$ cat src/rtl/mode_controller.sv
// Mode sequencer for the digital clock: debounces MODE/RUN keys, owns the one-hot
// datapath enables and blinks done_led once a countdown has expired.

module key_debounce #(
   parameter int unsigned DEBOUNCE_CYCLES = 270000
) (
   input  logic clk,
   input  logic rst,
   input  logic key,
   output logic press
);
   localparam int unsigned CW = $clog2(DEBOUNCE_CYCLES + 1);

   logic          sync1;
   logic          sync2;
   logic          level;
   logic [CW-1:0] cnt;

   // Synchronize, then accept a level change only after it has been stable long enough
   always_ff @(posedge clk) begin
      if (rst) begin
         sync1 <= 1'b1;
         sync2 <= 1'b1;
         level <= 1'b1;
         cnt   <= '0;
         press <= 1'b0;
      end else begin
         sync1 <= key;
         sync2 <= sync1;
         press <= 1'b0;
         if (sync2 == level) begin
            cnt <= '0;
         end else if (cnt == CW'(DEBOUNCE_CYCLES - 1)) begin
            cnt   <= '0;
            level <= sync2;
            press <= ~sync2;
         end else begin
            cnt <= cnt + CW'(1);
         end
      end
   end
endmodule

module mode_controller #(
   parameter int unsigned DEBOUNCE_CYCLES = 270000,
   parameter int unsigned BLINK_CYCLES    = 13500000
) (
   input  logic       clk,
   input  logic       rst,
   input  logic       key_mode,
   input  logic       key_run,
   input  logic       cnt_zero,
   output logic       enaclk,
   output logic       enaset,
   output logic       enastp,
   output logic       enactd,
   output logic [1:0] mode,
   output logic       done_led
);
   localparam int unsigned BW = $clog2(BLINK_CYCLES + 1);

   typedef enum logic [2:0] {
      S_CLK      = 3'd0,
      S_SET      = 3'd1,
      S_STP_HOLD = 3'd2,
      S_STP_RUN  = 3'd3,
      S_CTD_HOLD = 3'd4,
      S_CTD_RUN  = 3'd5,
      S_CTD_DONE = 3'd6
   } state_t;

   state_t        state;
   state_t        state_next;
   logic [1:0]    mode_next;
   logic          p_mode;
   logic          p_run;
   logic [BW-1:0] blink_cnt;

   key_debounce #(.DEBOUNCE_CYCLES(DEBOUNCE_CYCLES)) u_deb_mode (
      .clk   (clk),
      .rst   (rst),
      .key   (key_mode),
      .press (p_mode)
   );

   key_debounce #(.DEBOUNCE_CYCLES(DEBOUNCE_CYCLES)) u_deb_run (
      .clk   (clk),
      .rst   (rst),
      .key   (key_run),
      .press (p_run)
   );

   always_ff @(posedge clk) begin
      if (rst) state <= S_CLK;
      else     state <= state_next;
   end

   // p_mode beats everything; countdown expiry beats p_run
   always_comb begin
      state_next = state;
      mode_next  = 2'd0;
      case (state)
         S_CLK:      if (p_mode) state_next = S_SET;
         S_SET:      if (p_mode) state_next = S_STP_HOLD;
         S_STP_HOLD: if (p_mode)     state_next = S_CTD_HOLD;
                     else if (p_run) state_next = S_STP_RUN;
         S_STP_RUN:  if (p_mode)     state_next = S_CTD_HOLD;
                     else if (p_run) state_next = S_STP_HOLD;
         S_CTD_HOLD: if (p_mode)                  state_next = S_CLK;
                     else if (p_run && !cnt_zero) state_next = S_CTD_RUN;
         S_CTD_RUN:  if (p_mode)        state_next = S_CLK;
                     else if (cnt_zero) state_next = S_CTD_DONE;
                     else if (p_run)    state_next = S_CTD_HOLD;
         S_CTD_DONE: if (p_mode)     state_next = S_CLK;
                     else if (p_run) state_next = S_CTD_HOLD;
         default:    state_next = S_CLK;
      endcase
      case (state_next)
         S_SET:                              mode_next = 2'd1;
         S_STP_HOLD, S_STP_RUN:              mode_next = 2'd2;
         S_CTD_HOLD, S_CTD_RUN, S_CTD_DONE:  mode_next = 2'd3;
         default:                            mode_next = 2'd0;
      endcase
   end

   // Outputs registered from the next state so they track the state register exactly
   always_ff @(posedge clk) begin
      if (rst) begin
         enaclk <= 1'b1;
         enaset <= 1'b0;
         enastp <= 1'b0;
         enactd <= 1'b0;
         mode   <= 2'd0;
      end else begin
         enaclk <= (state_next == S_CLK);
         enaset <= (state_next == S_SET);
         enastp <= (state_next == S_STP_RUN);
         enactd <= (state_next == S_CTD_RUN);
         mode   <= mode_next;
      end
   end

   always_ff @(posedge clk) begin
      if (rst) begin
         blink_cnt <= '0;
         done_led  <= 1'b0;
      end else if (state_next != S_CTD_DONE) begin
         blink_cnt <= '0;
         done_led  <= 1'b0;
      end else if (state != S_CTD_DONE) begin
         blink_cnt <= '0;
         done_led  <= 1'b1;
      end else if (blink_cnt == BW'(BLINK_CYCLES - 1)) begin
         blink_cnt <= '0;
         done_led  <= ~done_led;
      end else begin
         blink_cnt <= blink_cnt + BW'(1);
      end
   end
endmodule

$ cat config.mk
export PLATFORM = sky130hd
export DESIGN_NAME = mode_controller
export DESIGN_NICKNAME = d
export VERILOG_FILES = /design/src/rtl/mode_controller.sv
export SDC_FILE = /design/constraint.sdc
export NUM_CORES = 1
export LEC_CHECK = 0
export BUFFER_PORTS_ARGS = -buffer_cell sky130_fd_sc_hd__buf_2
export CORE_ASPECT_RATIO = 1.25
export CORE_MARGIN = 3
export CORE_UTILIZATION = 50
export CTS_CLUSTER_DIAMETER = 80
export DETAILED_ROUTE_END_ITERATION = 8
export PLACE_DENSITY = 0.64
export RECOVER_POWER = 25
export SLEW_MARGIN = 20
export SYNTH_ARGS = -nofsm -noshare
export SYNTH_HDL_FRONTEND = slang
export SYNTH_SLANG_ARGS = --single-unit
$ cat constraint.sdc
create_clock -name clk -period 2.4 [get_ports clk]
set_clock_uncertainty 0.1 [all_clocks]
set_input_delay 0.48 -clock clk [delete_from_list [all_inputs] [get_ports clk]]
set_output_delay 0.48 -clock clk [all_outputs]
set_load 0.02 [all_outputs]
== After elaboration in Yosys (flattened, before gate mapping) ==
Index checks and enable logic that the tools add are counted.

* Bitwise logic cells: 7
* Muxes and demuxes: 16
* Divide/modulo/power cells: 0
* Equality and inequality tests: 19
* Add/sub/neg operators: 3
* Reduce and logical (&&, ||, !) cells: 15
* Multipliers: 0
* Shift-type cells: 0
* Magnitude comparators: 0

{| class="wikitable"
|+ Operators by type and width
! kind !! number
|-
| $add 19x1->19 const B || 2
|-
| $eq 19x19->1 const B || 2
|-
| $mux 3 || 12
|-
| $add 24x1->24 const B || 1
|-
| $eq 24x24->1 const B || 1
|-
| $pmux 3 s7 || 1
|-
| $eq 3x3->1 const B || 6
|-
| $reduce_or 3->1 || 5
|-
| $eq 3x2->1 const B || 4
|-
| $not 1->1 || 7
|-
| $eq 3x1->1 const B || 2
|-
| $logic_not 3->1 || 2
|-
| $ne 3x3->1 const B || 2
|-
| $pmux 2 s3 || 1
|-
| $reduce_and 2->1 || 2
|-
| $reduce_or 2->1 || 2
|-
| $reduce_or 4->1 || 1
|-
| $eq 1x1->1 || 2
|-
| $mux 1 || 2
|-
| $reduce_bool 2->1 || 1
|-
| $logic_and 1x1->1 || 1
|-
| $logic_not 1->1 || 1
|}

* Input port bits: 5
* Register bits: 80
* Memory bits (writable): 0
* Bits in latches: 0
* Output and inout port bits: 7
* Word-level logic and storage cells: 78
* Memories: 0
* Memory bits (read-only): 0

== Logic depth before layout (Yosys ltp) ==
* Depth in word-level cells: 8
* Mapped depth: 7
* Gate-level depth less buffers: 5

== Cells and area by module ==
From an unflattened synthesis, not the netlist that was laid out.

* Cells, all modules: 407
* Area, all modules: 3657.3 um2

{| class="wikitable"
|+ Modules (own cells, without submodules)
! module !! cells an instance !! instances !! area an instance (um2) !! seq. area each (um2)
|-
| key_debounce || 111 || 2 || 1011.0 || 460.4
|-
| mode_controller || 185 || 1 || 1635.3 || 680.7
|}

== Least setup slack after synthesis ==
No wires, ideal clock.

* Path kind: reg2reg
* Start: reg u_deb_run.cnt[8]
* End: reg u_deb_run.cnt[10]
* Data arrival time: 1.941 ns
* Stages on the path, launching flop included: 6
* Period minus slack after synthesis: 2.155 ns
* Buffers on the path: 1
* Path slack: 0.245 ns
* Library setup time: 0.115 ns
* Required time: 2.185 ns
* Path through: dfxtp_1 or4b_2 or4_4 o21ai_4 buf_6 nor2_1

* Longest elaborated chain between the ends: 2
* Elaborated cells between the ends (all ways): 3
* Classes of those cells: add/sub (1); eq/ne (1); reduce/logical (1)

{| class="wikitable"
|+ RTL lines
! what !! RTL line !! source
|-
| start, declared || 17 || <nowiki>logic [CW-1:0] cnt;</nowiki>
|-
| start signal, assigned || 38 || <nowiki>cnt <= cnt + CW'(1);</nowiki>
|-
| branches (longest 2 deep; another with $add 19x1->19) || - ||
|}

Several ways; the timed one is not identified.
A chain may end at the register's enable or synchronous reset.

== Worst setup path in the final report ==
* Start: reg blink_cnt[6]
* End: reg done_led

* Longest elaborated chain between the ends: 2

{| class="wikitable"
|+ RTL lines
! what !! RTL line !! source
|-
| start, declared || 77 || <nowiki>logic [BW-1:0] blink_cnt;</nowiki>
|-
| start signal, assigned || 157 || <nowiki>blink_cnt <= blink_cnt + BW'(1);</nowiki>
|-
| $eq 24x24->1 || 153 || <nowiki>end else if (blink_cnt == BW'(BLINK_CYCLES - 1)) begin</nowiki>
|-
| $reduce_bool 2->1 (no line) || - ||
|-
| end signal, assigned || 155 || <nowiki>done_led <= ~done_led;</nowiki>
|-
| end, declared || 58 || <nowiki>output logic done_led</nowiki>
|}

No other way between the ends.

==> impl_metrics.toml <==
[job]
max_cap_violations = 0

[power]
switching_share = 0.203
power_frac_clock = 0.440
p_seq_frac = 0.551
p_comb_frac = 0.009
p_sw_w = 0.000492
intPower_w = 0.00193
powerDensity_nw_per_um2 = 606
total_power_w = 0.00242
p_leak_nw = 1.25
vdd_drop_max_v = 0.000320

[route]
drt-total-wl_mm = 6.82
drt_iter0_markers = 124
post_drt_wl_per_cell_um = 13.4
drc = 0
ant_nets = 0
avgViaCountPerCell = 5.67
vias = 2881
drt_pre_antenna_iters = 4

[worst_setup_path]
crit_type = "reg -> reg"
path_cells = "or4b_1 > or4_4 > or4_1 > a311oi_1"
cp.arrival_ns = 2.37
crit_buf_inv = 0
worstPathRequired_ns = 2.55
rrSetupSlack_ns = 0.18
slowest_delay_ns = 0.46
critPathMaxFanout = 6
critPathCaptureType = "register"
cp_top_family = "simple AND/OR/NAND/NOR gates"
start_kind = "register"
crit_path_top_delay_cell = "or4b_1"

[clock_network]
clk_pin_slew_worst_paths_ns = 0.08
ctsResizeCount = 0
worst_skew_pair.late_latency_ns = 0.35
cts_sinks = 80
postCtsHoldBufs = 0
cts_setup_buffers = 0
htree_levels = 3
clock_path_buffers = 2
cts_tree = "done"
cts_root_buffer = "clkbuf_8"
cts-buffers-inserted = 9

[grt]
grt_max_degree = 25
grt-ovfl-total = 0
grt_pass1_vias = 2700
grtUsageTotal = 0.181
antenna_found_initial = 0
grt_pass1_wl_mm = 11.9

[logic_synthesis]
syn_area_per_cell_sq_um = 9.00
yosys.area.top_type = "dfxtp_1"
synth_area_sq_um = 3610
yosysWarnings = 0
synth_cell_types = 47
synth_top_area_frac = 0.444
ys_top_cells_by_area = "dfxtp_1 (44%), xor2_1 (5.3%), xnor2_1 (4.6%)"
syn_nets = 409
synthCells = 401
seq_area_frac_synth = 0.444
ys_seq_elements = 80

[place]
postPlaceCellArea_sq_um = 3790
dp_hpwl_mm = 4.77
place_congestion = 0.847
post-place-cells = 492
port_buffers = 11

[sta]
hold_viol_final = 0
setup_tns_ns = 0
rsz0062_at_grt = "false"
tightestPinTransition_ns = 0.572
setup_viol = 0
fmax_ghz = 0.450
slew_viol_final = 0
relSlewSlack = 0.618
final.period_utilization = 0.926
fin_crit_ns = 2.22

[layout]
finish.cell_count_without_fillers = 508
area_growth_pct = 10.5
n_fill_cell = 651
antenna_cells = 0
drive_above_1_share = 0.108
design_area_sq_um = 3990
fin_nets = 421
final_util = 0.572

[floorplanning]
die_x_um = 82.0
io_pins = 12
core-area_sq_um = 6980
die_height_um = 101
placementRows = 34
start_util = 0.517
dieArea_sq_um = 8280

[outcome]
outcome = "finished, final reports clean"

[hold_path]
hold_path_class = "in -> reg"
[cells by family after synthesis]
kind of cell	synth area share
AO/OA/AOI/OAI	0.106
XOR/XNOR	0.0995
adder cells (fa/ha/maj)	0.0104
buffers and inverters	0.0385
flip-flops	0.444
AND/OR/NAND/NOR	0.302
[state kept, by name (all words and copies together) (netlist names), 2 cells and up]
register / cells
blink_cnt: 24
u_deb_mode.cnt: 19
u_deb_run.cnt: 19
state: 3
mode: 2
[power groups by stage]
stage	sequential, W	clock, W	combinational [W]
after floorplan	0.00136	0	0.0000134
after global placement	0.00136	0	0.0000226
after detailed placement	0.00136	0	0.0000230
after CTS	0.00133	0.00109	0.0000231
after global routing	0.00133	0.00115	0.0000250
final	0.00133	0.00106	0.0000220
[Yosys cell counts (all sizes together)]
library cell and n:
a211oi 11, a21bo 1, a21o 1, a21oi 8, a221o 1, a311oi 1
a31o 2, a31oi 2, and2 3, and3 10, and3b 2, and4 13
buf 2, clkbuf 19, dfxtp 80, ha 3, inv 12, nand2 18
nand2b 2, nand3 17, nand3b 1, nand4 23, nand4b 2, nand4bb 2
nor2 42, nor3 12, nor3b 3, nor4 5, nor4b 2, o2111ai 1
o21ai 17, o2bb2ai 1, o311ai 2, o31a 1, o31ai 7, or2 5
or3 11, or3b 1, or4 10, or4b 4, xnor2 19, xor2 22
[worst register-to-register path, cell delays in order, from the launching register on]
cell and delay [ns]:
dfxtp_1 0.42, or4b_1 0.46, or4_4 0.45, or4_1 0.42
a311oi_1 0.28
[stage by stage]
step	hold WS [ns]	worst slack [ns]
floorplan	0.289	0.245
global placement	0.294	0.275
detailed placement	0.295	0.229
CTS	0.205	0.189
global route	0.215	0.116
finish	0.220	0.178
[layout by cell type, fill, tap and decap left out, drive strengths merged, types with 3 or more instances in the layout]
cell type,netlist,final
and4,13,13
or2,5,5
clkbuf,19,21
nor4,5,5
ha,3,3
o21ai,17,17
nand3,17,17
xnor2,19,19
dfxtp,80,80
a21oi,8,8
or4b,4,4
buf,2,12
or4,10,10
and3,10,10
or3,11,11
a211oi,11,11
nor3b,3,3
nor3,12,12
and2,3,3
nand4,23,23
o31ai,7,7
inv,12,12
xor2,22,22
nand2,18,18
nor2,42,42
[layer usage]
metal  track usage  vias up  part of all wire  wire, um
li1              -     1488                 -         -
met1         0.221     1353              0.47      3190
met2         0.306       33              0.49      3350
met3        0.0438        7             0.030       203
met4        0.0639        0             0.010        71
met5             0        -                 0         0
[path summary, 6_finish.rpt]
kind,from,to,cells past startpoint
worst max-delay path,blink_cnt[6],done_led,4
worst min-delay path,key_run,u_deb_run.sync1,2
worst max register to register,blink_cnt[6],done_led,4
worst min register to register,u_deb_mode.sync1,u_deb_mode.sync2,1
[final cells by class]
cell class | instances | area (sq um) | area share
timing repair buffer | 22 | 135 | 0.0339
clock inverter | 5 | 81.3 | 0.0204
clock buffer | 11 | 131 | 0.0329
inverter | 12 | 45.0 | 0.0113
sequential | 80 | 1600 | 0.402
tap | 90 | 113 | 0.0282
multi-input combinational | 288 | 1880 | 0.472
(Power assumes the default switching activity.)
